--- src/rtl/caliptra_sync_filter.sv ---
`default_nettype none
// ============================================================================
// Module      : caliptra_sync_filter
// Description : Multi-bit level synchronizer with per-channel stability
//               filter and registered rise/fall edge pulses.
// Revision    : 1.0 - initial release
// ============================================================================
module caliptra_sync_filter #(
    parameter int                 WIDTH       = 1,
    parameter int                 STAGES      = 2,
    parameter int                 FILT_CYCLES = 1,
    parameter logic [WIDTH-1:0]   RESET_VAL   = '0
) (
    input  logic             clk,
    input  logic             rst,
    input  logic [WIDTH-1:0] din,
    output logic [WIDTH-1:0] dout,
    output logic [WIDTH-1:0] rise,
    output logic [WIDTH-1:0] fall,
    output logic             changed
);

    // Counter must hold values 0..FILT_CYCLES-1; never narrower than one bit.
    localparam int c_cnt_w_raw = $clog2(FILT_CYCLES + 1);
    localparam int c_cnt_w     = (c_cnt_w_raw < 1) ? 1 : c_cnt_w_raw;
    localparam logic [c_cnt_w-1:0] c_cnt_last = c_cnt_w'(FILT_CYCLES - 1);
    localparam logic [c_cnt_w-1:0] c_cnt_one  = c_cnt_w'(1);

    // Reject illegal configurations at elaboration.
    if (STAGES < 2) begin : g_bad_stages
        $error("caliptra_sync_filter: STAGES must be >= 2");
    end
    if (FILT_CYCLES < 1) begin : g_bad_filt
        $error("caliptra_sync_filter: FILT_CYCLES must be >= 1");
    end

    logic [STAGES-1:0][WIDTH-1:0] r_sync;
    logic [WIDTH-1:0]             w_synced;
    logic [WIDTH-1:0]             w_dout_next;
    logic [WIDTH-1:0]             r_dout;
    logic [WIDTH-1:0]             r_rise;
    logic [WIDTH-1:0]             r_fall;

    // Synchronizer chain: stage 0 captures din, each later stage shifts the previous one.
    always_ff @(posedge clk) begin
        if (rst) begin
            r_sync <= {STAGES{RESET_VAL}};
        end else begin
            r_sync <= {r_sync[STAGES-2:0], din};
        end
    end

    assign w_synced = r_sync[STAGES-1];

    for (genvar i = 0; i < WIDTH; i++) begin : g_chan
        logic [c_cnt_w-1:0] r_cnt;
        logic [c_cnt_w-1:0] w_cnt_next;
        logic               w_bit_next;

        // Stability filter: output follows synced only after FILT_CYCLES consecutive disagreements.
        always_comb begin
            w_cnt_next = '0;
            w_bit_next = r_dout[i];
            if (w_synced[i] != r_dout[i]) begin
                if (r_cnt == c_cnt_last) begin
                    w_bit_next = w_synced[i];
                end else begin
                    w_cnt_next = r_cnt + c_cnt_one;
                end
            end
        end

        // Per-channel filter counter; reset discards any partial count.
        always_ff @(posedge clk) begin
            if (rst) begin
                r_cnt <= '0;
            end else begin
                r_cnt <= w_cnt_next;
            end
        end

        assign w_dout_next[i] = w_bit_next;
    end

    // Filtered output and edge pulses, all registered from the same next value.
    always_ff @(posedge clk) begin
        if (rst) begin
            r_dout <= RESET_VAL;
            r_rise <= '0;
            r_fall <= '0;
        end else begin
            r_dout <= w_dout_next;
            r_rise <= w_dout_next & ~r_dout;
            r_fall <= ~w_dout_next & r_dout;
        end
    end

    assign dout    = r_dout;
    assign rise    = r_rise;
    assign fall    = r_fall;
    assign changed = |(r_rise | r_fall);

endmodule
`default_nettype wire

--- config.mk ---
export PLATFORM = sky130hd
export DESIGN_NAME = caliptra_sync_filter
export DESIGN_NICKNAME = d
export VERILOG_FILES = /design/src/rtl/caliptra_sync_filter.sv
export SDC_FILE = /design/constraint.sdc
export NUM_CORES = 1
export LEC_CHECK = 0
export CORE_AREA = 2 2 39 41
export CTS_BUF_LIST = sky130_fd_sc_hd__clkbuf_2
export DETAILED_ROUTE_END_ITERATION = 8
export DIE_AREA = 0 0 41 43
export PLACE_DENSITY = 0.39
export REMOVE_ABC_BUFFERS = 1
export SLEW_MARGIN = 25
export SYNTH_ARGS = -nofsm -noshare
export SYNTH_HDL_FRONTEND = slang
export SYNTH_SLANG_ARGS = --single-unit
--- constraint.sdc ---
create_clock -name clk -period 0.8 [get_ports clk]
set_input_delay 0.16 -clock clk [delete_from_list [all_inputs] [get_ports clk]]
set_output_delay 0.16 -clock clk [all_outputs]
set_load 0.005 [all_outputs]
==> metrics.md <==
| Metric | Value |
|---|---|
| Synth Register Bits | `6` |
| First-pass GRT wire length | `600 um` |
| F_max | `roughly 960 MHz` |
| Final std cells w/o fill | `40` |
| Via count of the first global-routing pass | `about 150` |
| I/O Buffers | `6` |
| Later-pin clock latency in the skew report | `0.22 ns` |
| Peak supply drop | `~0.74 mV` |
| Fin. Hold Viols | `0` |
| Mean routed wirelength per cell | `approximately 7.7 um` |
| Pwr Density | `about 1800 mW/mm^2` |
| Setup Viol. Count Final | `4` |
| Placed Instance Area | `between 200 and 300 um^2` |
| Sink Count | `6` |
| Hold_sp | `rst` |
| Final Cycle Share | `130%` |
| Post-synthesis sequential area ratio | `between 60% and 70%` |
| Cts bufs inserted | `3` |
| Residual DRC | `0` |
| ANT cells | `0` |
| Ys Warns | `0` |
| Internal | `approximately 0.00043 W` |
| Routed WL | `between 300 and 400 um` |
| HP Class | `in -> reg` |
| CTS Hold Bufs | `0` |
| Reg2Reg Launch Point | `dout` |
| Most frequent cells in the layout | `clkbuf_2 (3), dfxtp_1 (3), nor2b_1 (2), dfxtp_2 (2), buf_6 (2)` |
| Netlist area before placement | `174 um^2` |
| Die area | `roughly 0.0018 mm^2` |
| Initial Util | `between 10% and 20%` |
| Routed vias/inst | `3.38` |
| Area grow syn2layout | `77.7%` |
| CP startpoint | `rise` |
| Critical path type | `reg -> out` |
| Site Rows | `14` |
| Critical Path End Type | `output port` |
| Die X | `41 um` |
| Net total in the final layout | `29` |
| Clock Tree Buf Depth | `2` |
| Antenna Nets Post-Route | `0` |
| Max Slew Vio Count | `0` |
| Crit path DAT | `between 0.8 and 0.9 ns` |
| Compound-Gate Fraction of Synth Area | `0%` |
| Synth Area in Simple Gates | `between 20 and 25%` |
| CP Launch Type | `register` |
| Clock Power Share | `around 37%` |
| Max cap viols | `0` |
| Synth cell types | `7` |
| Dpl hpwl | `209 um` |
| Mapped Cells | `14` |
| Switch share | `roughly 22%` |
| Net load switching power | `0.000125 W` |
| DRT iter0 DRCs | `0` |
| DR pass1 iterations | `1` |
| Final non-filler cell area | `309 um^2` |
| Reg power frac | `~57%` |
| Main combinational cell family by area after synthesis | `simple AND/OR/NAND/NOR gates` |
| Placed cell count | `37` |
| Gr ovfl total | `0` |
| Post-synthesis adder-cell area fraction | `0%` |
| Num ports | `7` |
| Die Y | `approximately 43 um` |
| Leak | `0.133 nW` |
| Mean area per synthesized cell | `12.4 um^2` |
| Root Driver | `clkbuf_2` |
| Global Route Usage Sum | `slightly below 6%` |
| Xor/xnor cell area share of the yosys netlist | `0%` |
| Critical path fanouts, max | `2` |
| Via count | `135` |
| CP required | `approximately 0.64 ns` |
| Logic pwr share | `~6.3%` |
| CTS tree | `yes` |
| RD Place Congestion | `0.540` |
| Post-Route Skew | `roughly 0.0023 ns` |
| Largest net degree at the start of global routing | `6` |
| CORE AREA | `roughly 0.0014 mm^2` |
| Final min period | `about 1.0 ns` |
| RSZ-0062 raised after global routing | `yes` |
| Mux cell area share after synthesis | `5.76%` |
| Clk slew on worst S/H paths | `0.06 ns` |
| Post-route setup slack | `-0.237 ns` |
| H-tree depth | `1` |
| Initial antenna violation count | `0` |
| Status | `finished, violations left` |
| Share of layout cells above drive strength 1 | `between 50% and 60%` |
| Violated checks | `negative setup slack` |
registers in the layout, summed over array words and instances, names as in the netlist:
name,cells
dout,1
fall,1
g_chan.r_cnt,1
r_sync,1
rise,1
w_synced,1
cells in the mapped netlist, drive strengths merged:
| library cell | n | area, um^2 |
|---|---|---|
| nor2 | 1 | 3.75 |
| or2 | 1 | 6.26 |
| mux2i | 1 | 10.0 |
| conb | 1 | 3.75 |
| nor2b | 2 | 12.5 |
| nor4b | 2 | 17.5 |
| dfxtp | 6 | 120 |
power by group through the flow:
stage / Clock, W / Sequential (W) / Combinational, W
2_1_floorplan: 0 / 0.000320 / 0.00000848
3_3_place_gp: 0 / 0.000320 / 0.0000301
3_5_place_dp: 0 / 0.000321 / 0.0000309
4_1_cts: 0.000219 / 0.000316 / 0.0000324
5_1_grt: 0.000251 / 0.000317 / 0.0000393
6_report: 0.000207 / 0.000316 / 0.0000351
layer usage:
| layer | vias to the layer above | global-route usage, % | share of wire [%] |
|---|---|---|---|
| met5 | - | 0 | 0 |
| met4 | 0 | 4.00 | 0 |
| met3 | 0 | 7.85 | 20 |
| met2 | 11 | 6.56 | 42 |
| met1 | 59 | 5.52 | 38 |
| li1 | 65 | - | - |
final cells by class:
class / instances / area (um^2)
fill: 150 / 1070
sequential: 6 / 126
multi-input combinational: 8 / 77.6
timing repair buffer: 7 / 70.1
tap: 16 / 20.0
clock buffer: 3 / 15.0
metrics by stage:
| step | total power, W | util, % | setup slack, ns | setup TNS, ns | hold WS, ns |
|---|---|---|---|---|---|
| 6_report | 0.000558 | 22.3 | -0.237 | -0.496 | 0.273 |
| 3_5_place_dp | 0.000352 | 18.9 | -0.377 | -1.59 | 0.435 |
| 4_1_cts | 0.000567 | 21.0 | -0.251 | -0.542 | 0.449 |
| 3_3_place_gp | 0.000350 | 18.9 | -0.361 | -1.41 | 0.418 |
| 5_1_grt | 0.000607 | 22.3 | -0.286 | -0.716 | 0.281 |
| 2_1_floorplan | 0.000329 | - | 0.0519 | 0 | 0.232 |
logic make-up (layout without fill, tap and decap cells):
group / Yosys count / count (layout)
DFF: 6 / 6
and+or+nand+nor: 6 / 6
other: 1 / 1
muxes: 1 / 1
buffers and inverters: 0 / 10
timing repair:
item / in CTS / in global routing
pin swaps: 1 / 2
gates resized for setup: 18 / 5
endpoints found under the setup margin: 5 / 6
buffers inserted: 0 / 0
final timing paths:
kind,slack (ns),cells past startpoint,endpoint
max reg2reg,0.05,3,dout
min reg2reg,0.44,1,w_synced
min,0.27,2,dout
max,-0.24,2,changed
worst max-delay path, cell delays in order, from the launching register on:
cell	delay (ns)
dfxtp_1	0.31
or2_4	0.24
buf_6	0.11
No activity file was read; power rests on OpenSTA's default activity.
